## config.mk

```make
export PLATFORM = sky130hd
export DESIGN_NAME = psum_writeback
export DESIGN_NICKNAME = d
export VERILOG_FILES = /design/src/rtl/psum_writeback_pkg.sv /design/src/rtl/psum_writeback_quant.sv /design/src/rtl/psum_writeback.sv
export SDC_FILE = /design/constraint.sdc
export NUM_CORES = 1
export LEC_CHECK = 0
export ABC_AREA = 1
export BUFFER_PORTS_ARGS = -buffer_cell sky130_fd_sc_hd__buf_2
export CORE_MARGIN = 1.5
export CORE_UTILIZATION = 64
export CTS_BUF_LIST = sky130_fd_sc_hd__clkbuf_8
export DETAILED_ROUTE_END_ITERATION = 10
export MAX_ROUTING_LAYER = met4
export PLACE_DENSITY = 0.85
export SYNTH_ARGS = -nofsm -noshare
export SYNTH_HDL_FRONTEND = slang
export SYNTH_SLANG_ARGS = --single-unit
```

## constraint.sdc

```tcl
create_clock -name clk -period 5.12 [get_ports clk]
set_input_delay 0.256 -clock clk [delete_from_list [all_inputs] [get_ports clk]]
set_output_delay 0.256 -clock clk [all_outputs]
set_load 0.02 [all_outputs]
```

## src/rtl/psum_writeback_pkg.sv

```systemverilog
`default_nettype none
// ============================================================================
// Module   : psum_writeback_pkg
// Purpose  : Shared definitions for the partial-sum writeback block. Holds the
//            FSM state encoding and the default datapath widths.
// Ports    : none (package)
// Revision : 1.0 - initial release
// ============================================================================
package psum_writeback_pkg;

  localparam int ADDR_W_DEF = 10;
  localparam int PSUM_W_DEF = 19;
  localparam int ACC_W_DEF  = 24;

  typedef enum logic [1:0] {
    ST_IDLE  = 2'd0,
    ST_ACCUM = 2'd1,
    ST_FLUSH = 2'd2,
    ST_DONE  = 2'd3
  } state_t;

endpackage : psum_writeback_pkg
`default_nettype wire

```

## src/rtl/psum_writeback_quant.sv

```systemverilog
`default_nettype none
// ============================================================================
// Module   : psum_quant
// Purpose  : Combinational requantisation of an accumulated sum to an 8-bit
//            signed pixel: arithmetic shift right, optional ReLU, saturation.
// Ports    : acc   - signed accumulated sum (ACC_W)
//            shift - arithmetic right-shift amount (4)
//            relu  - clamp negatives to zero before saturation
//            data  - signed 8-bit result
//            sat   - result was clipped to [-128,127]
// Revision : 1.0 - initial release
// ============================================================================
module psum_quant
  import psum_writeback_pkg::*;
#(
  parameter int ACC_W = ACC_W_DEF
) (
  input  logic signed [ACC_W-1:0] acc,
  input  logic        [3:0]       shift,
  input  logic                    relu,
  output logic signed [7:0]       data,
  output logic                    sat
);

  localparam logic signed [ACC_W-1:0] C_MAX = ACC_W'(127);
  localparam logic signed [ACC_W-1:0] C_MIN = -ACC_W'(128);

  logic signed [ACC_W-1:0] shifted;
  logic signed [ACC_W-1:0] rectified;

  always_comb begin
    // >>> on a signed operand floors toward -inf.
    shifted   = acc >>> shift;
    rectified = shifted;
    if (relu && shifted[ACC_W-1]) begin
      rectified = '0;
    end
    data = rectified[7:0];
    sat  = 1'b0;
    if (rectified > C_MAX) begin
      data = 8'sd127;
      sat  = 1'b1;
    end else if (rectified < C_MIN) begin
      data = -8'sd128;
      sat  = 1'b1;
    end
  end

endmodule : psum_quant
`default_nettype wire

```

## src/rtl/psum_writeback.sv

```systemverilog
`default_nettype none
// ============================================================================
// Module   : psum_writeback
// Purpose  : Accumulates cfg_passes partial sums per output pixel, requantises
//            each finished pixel and writes it to the ofmap buffer. A job is
//            launched by a start pulse and ends with a one-cycle done pulse.
// Ports    : clk, rst (async, active-low)
//            start, cfg_passes, cfg_npix, cfg_shift, cfg_relu - job config
//            psum_in, psum_valid                             - PE group sums
//            ofmap_we, ofmap_addr, ofmap_data                - buffer write
//            busy, done, sat_flag                            - status
// Revision : 1.0 - initial release
// ============================================================================
module psum_writeback
  import psum_writeback_pkg::*;
#(
  parameter int ADDR_W = ADDR_W_DEF,
  parameter int PSUM_W = PSUM_W_DEF,
  parameter int ACC_W  = ACC_W_DEF
) (
  input  logic                     clk,
  input  logic                     rst,
  input  logic                     start,
  input  logic        [3:0]        cfg_passes,
  input  logic        [ADDR_W-1:0] cfg_npix,
  input  logic        [3:0]        cfg_shift,
  input  logic                     cfg_relu,
  input  logic signed [PSUM_W-1:0] psum_in,
  input  logic                     psum_valid,
  output logic                     ofmap_we,
  output logic        [ADDR_W-1:0] ofmap_addr,
  output logic signed [7:0]        ofmap_data,
  output logic                     busy,
  output logic                     done,
  output logic                     sat_flag
);

  state_t state, next_state;

  logic        [3:0]        passes_m1;
  logic        [ADDR_W-1:0] npix_q;
  logic        [3:0]        shift_q;
  logic                     relu_q;
  logic        [3:0]        pass_cnt;
  logic        [ADDR_W-1:0] in_cnt;   // pixels fully accumulated
  logic        [ADDR_W-1:0] pix_cnt;  // pixels written
  logic signed [ACC_W-1:0]  acc;
  logic signed [ACC_W-1:0]  total;
  logic                     wr_pend;

  logic signed [ACC_W-1:0]  psum_ext;
  logic signed [ACC_W-1:0]  sum;
  logic        [ADDR_W-1:0] last_pix_idx;
  logic                     beat;
  logic                     last_pass;
  logic                     last_pix;
  logic signed [7:0]        q_data;
  logic                     q_sat;

  assign psum_ext     = {{(ACC_W-PSUM_W){psum_in[PSUM_W-1]}}, psum_in};
  assign sum          = acc + psum_ext;
  assign last_pix_idx = npix_q - 1'b1;
  assign beat         = (state == ST_ACCUM) && psum_valid;
  assign last_pass    = (pass_cnt == passes_m1);
  assign last_pix     = (in_cnt == last_pix_idx);

  psum_quant #(
    .ACC_W (ACC_W)
  ) u_quant (
    .acc   (total),
    .shift (shift_q),
    .relu  (relu_q),
    .data  (q_data),
    .sat   (q_sat)
  );

  always_ff @(posedge clk or negedge rst) begin
    if (!rst) begin
      state <= ST_IDLE;
    end else begin
      state <= next_state;
    end
  end

  always_comb begin
    next_state = state;
    unique case (state)
      ST_IDLE: begin
        if (start) begin
          next_state = (cfg_npix == '0) ? ST_DONE : ST_ACCUM;
        end
      end
      ST_ACCUM: begin
        if (beat && last_pass && last_pix) begin
          next_state = ST_FLUSH;
        end
      end
      ST_FLUSH: begin
        // Leave only once the final strobe has been driven and retired so
        // done lands two cycles after the last write.
        if (!wr_pend && !ofmap_we) begin
          next_state = ST_DONE;
        end
      end
      ST_DONE: begin
        next_state = ST_IDLE;
      end
      default: begin
        next_state = ST_IDLE;
      end
    endcase
  end

  always_ff @(posedge clk or negedge rst) begin
    if (!rst) begin
      passes_m1  <= '0;
      npix_q     <= '0;
      shift_q    <= '0;
      relu_q     <= 1'b0;
      pass_cnt   <= '0;
      in_cnt     <= '0;
      pix_cnt    <= '0;
      acc        <= '0;
      total      <= '0;
      wr_pend    <= 1'b0;
      ofmap_we   <= 1'b0;
      ofmap_addr <= '0;
      ofmap_data <= '0;
      busy       <= 1'b0;
      done       <= 1'b0;
      sat_flag   <= 1'b0;
    end else begin
      ofmap_we <= 1'b0;
      busy     <= (next_state != ST_IDLE);
      done     <= (next_state == ST_DONE);

      if (state == ST_IDLE && start) begin
        passes_m1 <= (cfg_passes == 4'd0) ? 4'd0 : (cfg_passes - 4'd1);
        npix_q    <= cfg_npix;
        shift_q   <= cfg_shift;
        relu_q    <= cfg_relu;
        pass_cnt  <= '0;
        in_cnt    <= '0;
        pix_cnt   <= '0;
        acc       <= '0;
        wr_pend   <= 1'b0;
        sat_flag  <= 1'b0;
      end

      // Write stage: retires the previously completed pixel.
      if (wr_pend) begin
        ofmap_we   <= 1'b1;
        ofmap_addr <= pix_cnt;
        ofmap_data <= q_data;
        pix_cnt    <= pix_cnt + 1'b1;
        wr_pend    <= 1'b0;
        if (q_sat) begin
          sat_flag <= 1'b1;
        end
      end

      // Accumulate stage; a pixel completing here re-arms wr_pend, which
      // overrides the clear above so back-to-back pixels never stall.
      if (beat) begin
        if (!last_pass) begin
          acc      <= sum;
          pass_cnt <= pass_cnt + 4'd1;
        end else begin
          total    <= sum;
          acc      <= '0;
          pass_cnt <= '0;
          in_cnt   <= in_cnt + 1'b1;
          wr_pend  <= 1'b1;
        end
      end
    end
  end

endmodule : psum_writeback
`default_nettype wire

```

==> results_dict.tcl <==
set metrics [dict create \
    status "completed" \
    path_cells "inv_1, nand2_1, nor2_2, buf_4, inv_1, nand2_1, clkinv_1, nor2_1, nand3_1, xor2_1, nor2_1" \
    muxShareOfSynthArea_pct 0 \
    postCtsHoldBufs 2 \
    critical_path.startpoint_type "flop" \
    cts_sinks 116 \
    post-route-period-util_pct 57.2 \
    path_clk_slew_ns 0.08 \
    synth-adder-area-share_pct 4.84 \
    synth_top_area_share_pct 39.2 \
    peakVddDrop_uv 358 \
    hold_viol 0 \
    relSlewSlack_pct 38.2 \
    worst_pin_slew_ns 0.927 \
    power_density_nw_per_um2 502 \
    area_delta_synth_final_pct 9.49 \
    wirelength_mm 16.6 \
    synth_cell_type_count 47 \
    synth_top_family_by_area "simple AND/OR/NAND/NOR gates" \
    cts-resized-gates 0 \
    ys_top_cells_by_area "dfrtp_1 39%, nand2_1 17%, nand3_1 7.0%, ha_1 4.6%, o21ai_0 4.5%" \
    finalSetupViolations 0 \
    die_w_um 111 \
    ys_warn_count 0 \
    synth_edf_count 0 \
    ctsRootBufferMaster "clkbuf_8" \
    syn-instance-count 1013 \
    ys_seq_elements 116 \
    gp_congestion 0.911 \
    worstPathArrival_ns 3.26 \
    cts_tree "done" \
    grt_pass1_vias 6406 \
    slowest_stage "clkinv_1" \
    initial_core_util_pct 65.1 \
    vias 6858 \
    drt_first_pass_iters 7 \
    syn-cell-area_sq_um 7400 \
    max_freq_mhz 341 \
    crit_fanout 31 \
    rsz0062_at_grt "no" \
    grt_overflow 0 \
    drc 0 \
    syn-mean-instance-area_sq_um 7.30 \
    antenna_found_initial 0 \
    cts-buffers-inserted 17 \
    via_per_inst 5.63 \
    ys_async_sr_fraction_pct 100 \
    dpl-instance-area_sq_um 7720 \
    cp.required_ns 5.45 \
    critPathMaxStageDelay_ns 0.63 \
    drtIter0Drc 529 \
    regArea_sq_um 2900 \
    io-pin-count 64 \
    maxCapViolCount 0 \
    post-dp-hpwl_mm 12.0 \
    port_buffers 63 \
    grt_pass1_wl_mm 28.9 \
    drive_gt1_share_pct 12.0 \
    ys.flop_type "dfrtp_1" \
    drv_slew 0 \
    crit_type "flop to flop" \
    synth_compound_area_share_pct 12.9 \
    die_y_um 111 \
    critPathCaptureType "flop" \
    nFillCells 949 \
    power.leakage_nw 4.12 \
    cts_setup_buffers 0 \
    multiInputGateArea_sq_um 4000 \
    cts-htree-levels 4 \
    dieArea_sq_um 12200 \
    period_minus_slack_ns 2.93 \
    core_area_sq_um 11400 \
    setup_tns_ns 0 \
    wl_per_cell_um 13.6 \
    worst_clock_skew_ns 0.0133 \
    grt_start_max_net_pins 77 \
    insertion_delay_ns 0.45 \
    ant_nets 0 \
    layout.nets 1133 \
    rows 39 \
    worst_hold_path_type "input port to flop" \
    stdcell_area_sq_um 8100 \
    diodes 0 \
    syn-num-nets 1083 \
    synthSimpleGateAreaFrac_pct 32.2 \
    grt_usage_pct 29.4 \
    clockBufferDepth 2 \
    yosysSeqAreaShare_pct 39.2 \
    synth.largest_area_cell "dfrtp_1" \
    synth_xor_area_share_pct 4.09 \
]
flip-flops by register name (all words and copies together) (netlist names), 2 cells and up:
register / cells
acc: 24
total: 24
in_cnt: 10
npix_q: 10
ofmap_addr: 10
pix_cnt: 10
ofmap_data: 8
pass_cnt: 4
passes_m1: 4
shift_q: 4
state: 2
power by group:
group	internal [mW]	switching (mW)	total (mW)
Sequential	1.20	0.216	1.41
Clock	0.384	0.411	0.795
Combinational	0.704	1.16	1.86
area by class of cell:
cell class | count | share of cell area [%]
inverters | 77 | 3.57
repair buffers | 69 | 4.54
well taps | 143 | 2.21
flip-flops and latches | 116 | 35.8
multi-input cells | 782 | 49.4
clock buffers | 17 | 2.89
clock inverters | 14 | 1.58
worst paths after layout:
| path | slack, ns | start | depth (start not counted) | end |
|---|---|---|---|---|
| worst max-delay path | 2.19 | state[1] | 11 | pass_cnt[3] |
| worst min-delay path | 0.02 | cfg_shift[3] | 3 | shift_q[3] |
| worst max register to register | 2.19 | state[1] | 11 | pass_cnt[3] |
| worst min register to register | 0.47 | ofmap_addr[9] | 2 | ofmap_addr[9] |
| max in group asynchronous | 3.56 | rst | 3 | total[12] |
| min in group asynchronous | 0.50 | rst | 2 | ofmap_data[4] |
per-stage QoR:
step	hold slack (ns)	std cells	utilization, %	power (mW)	setup WS (ns)
floorplan	-0.0396	1013	-	2.81	3.02
finish	0.0178	1218	71.3	4.07	2.19
global placement	0.449	1185	67.9	3.19	2.33
CTS	0.00642	1218	71.3	4.06	2.18
detailed placement	0.453	1185	67.9	3.25	2.21
global route	0.0235	1218	71.3	4.42	1.82
cells in the final DEF, fill, tap and decap left out, types with 12 or more instances in the layout:
| cell type | n |
|---|---|
| dfrtp_1 | 116 |
| nand4_1 | 12 |
| xor2_1 | 24 |
| inv_1 | 72 |
| nor2_1 | 69 |
| nand3_1 | 104 |
| clkbuf_8 | 17 |
| a21oi_1 | 39 |
| buf_2 | 62 |
| a22o_1 | 13 |
| ha_1 | 27 |
| nand2_1 | 331 |
| nor3_1 | 15 |
| o21ai_0 | 66 |
cells in the mapped netlist (2+ instances only):
library cell and n:
nand2_1 331, dfrtp_1 116, nand3_1 104, inv_1 72
nor2_1 70, o21ai_0 66, a21oi_1 39, ha_1 27
xor2_1 24, clkbuf_1 17, nor3_1 15, a22o_1 13
nand4_1 12, buf_2 11, or2_2 11, a31oi_1 10
xnor2_1 8, nand2_2 7, buf_6 5, o21bai_1 5
o22ai_1 5, buf_4 4, inv_2 3, nand3_2 3
a211oi_1 2, a21boi_0 2, a22oi_1 2, a32o_1 2
and2_1 2, clkinv_1 2, nand3b_1 2, nor2_2 2
nor3b_1 2, nor4_1 2, o211ai_1 2, o31ai_1 2
routing by layer:
| metal | part of all wire (%) | vias to the layer above | track usage (%) | wire, um |
|---|---|---|---|---|
| met2 | 47 | 185 | 46.6 | 7720 |
| met3 | 4.6 | 23 | 4.88 | 758 |
| met1 | 48 | 3181 | 39.2 | 7890 |
| li1 | - | 3469 | - | - |
| met4 | 1.3 | 0 | 8.55 | 216 |
| met5 | 0 | - | - | 0 |
worst max-delay path, delay by kind of cell, from the launching register on:
| family | cells | cell delay, ns |
|---|---|---|
| AND/OR/NAND/NOR | 6 | 0.90 |
| XOR/XNOR | 1 | 0.15 |
| buffers and inverters | 4 | 1.38 |
| flip-flops | 1 | 0.37 |
cell families (layout without fill, tap and decap cells):
family	count (synthesis)	in the layout
buf+inv	115	177
flops	116	116
fa+ha+maj	28	28
simple gates	563	563
compound gates	158	158
xor+xnor	33	33
No activity file was read; power rests on OpenSTA's default activity.
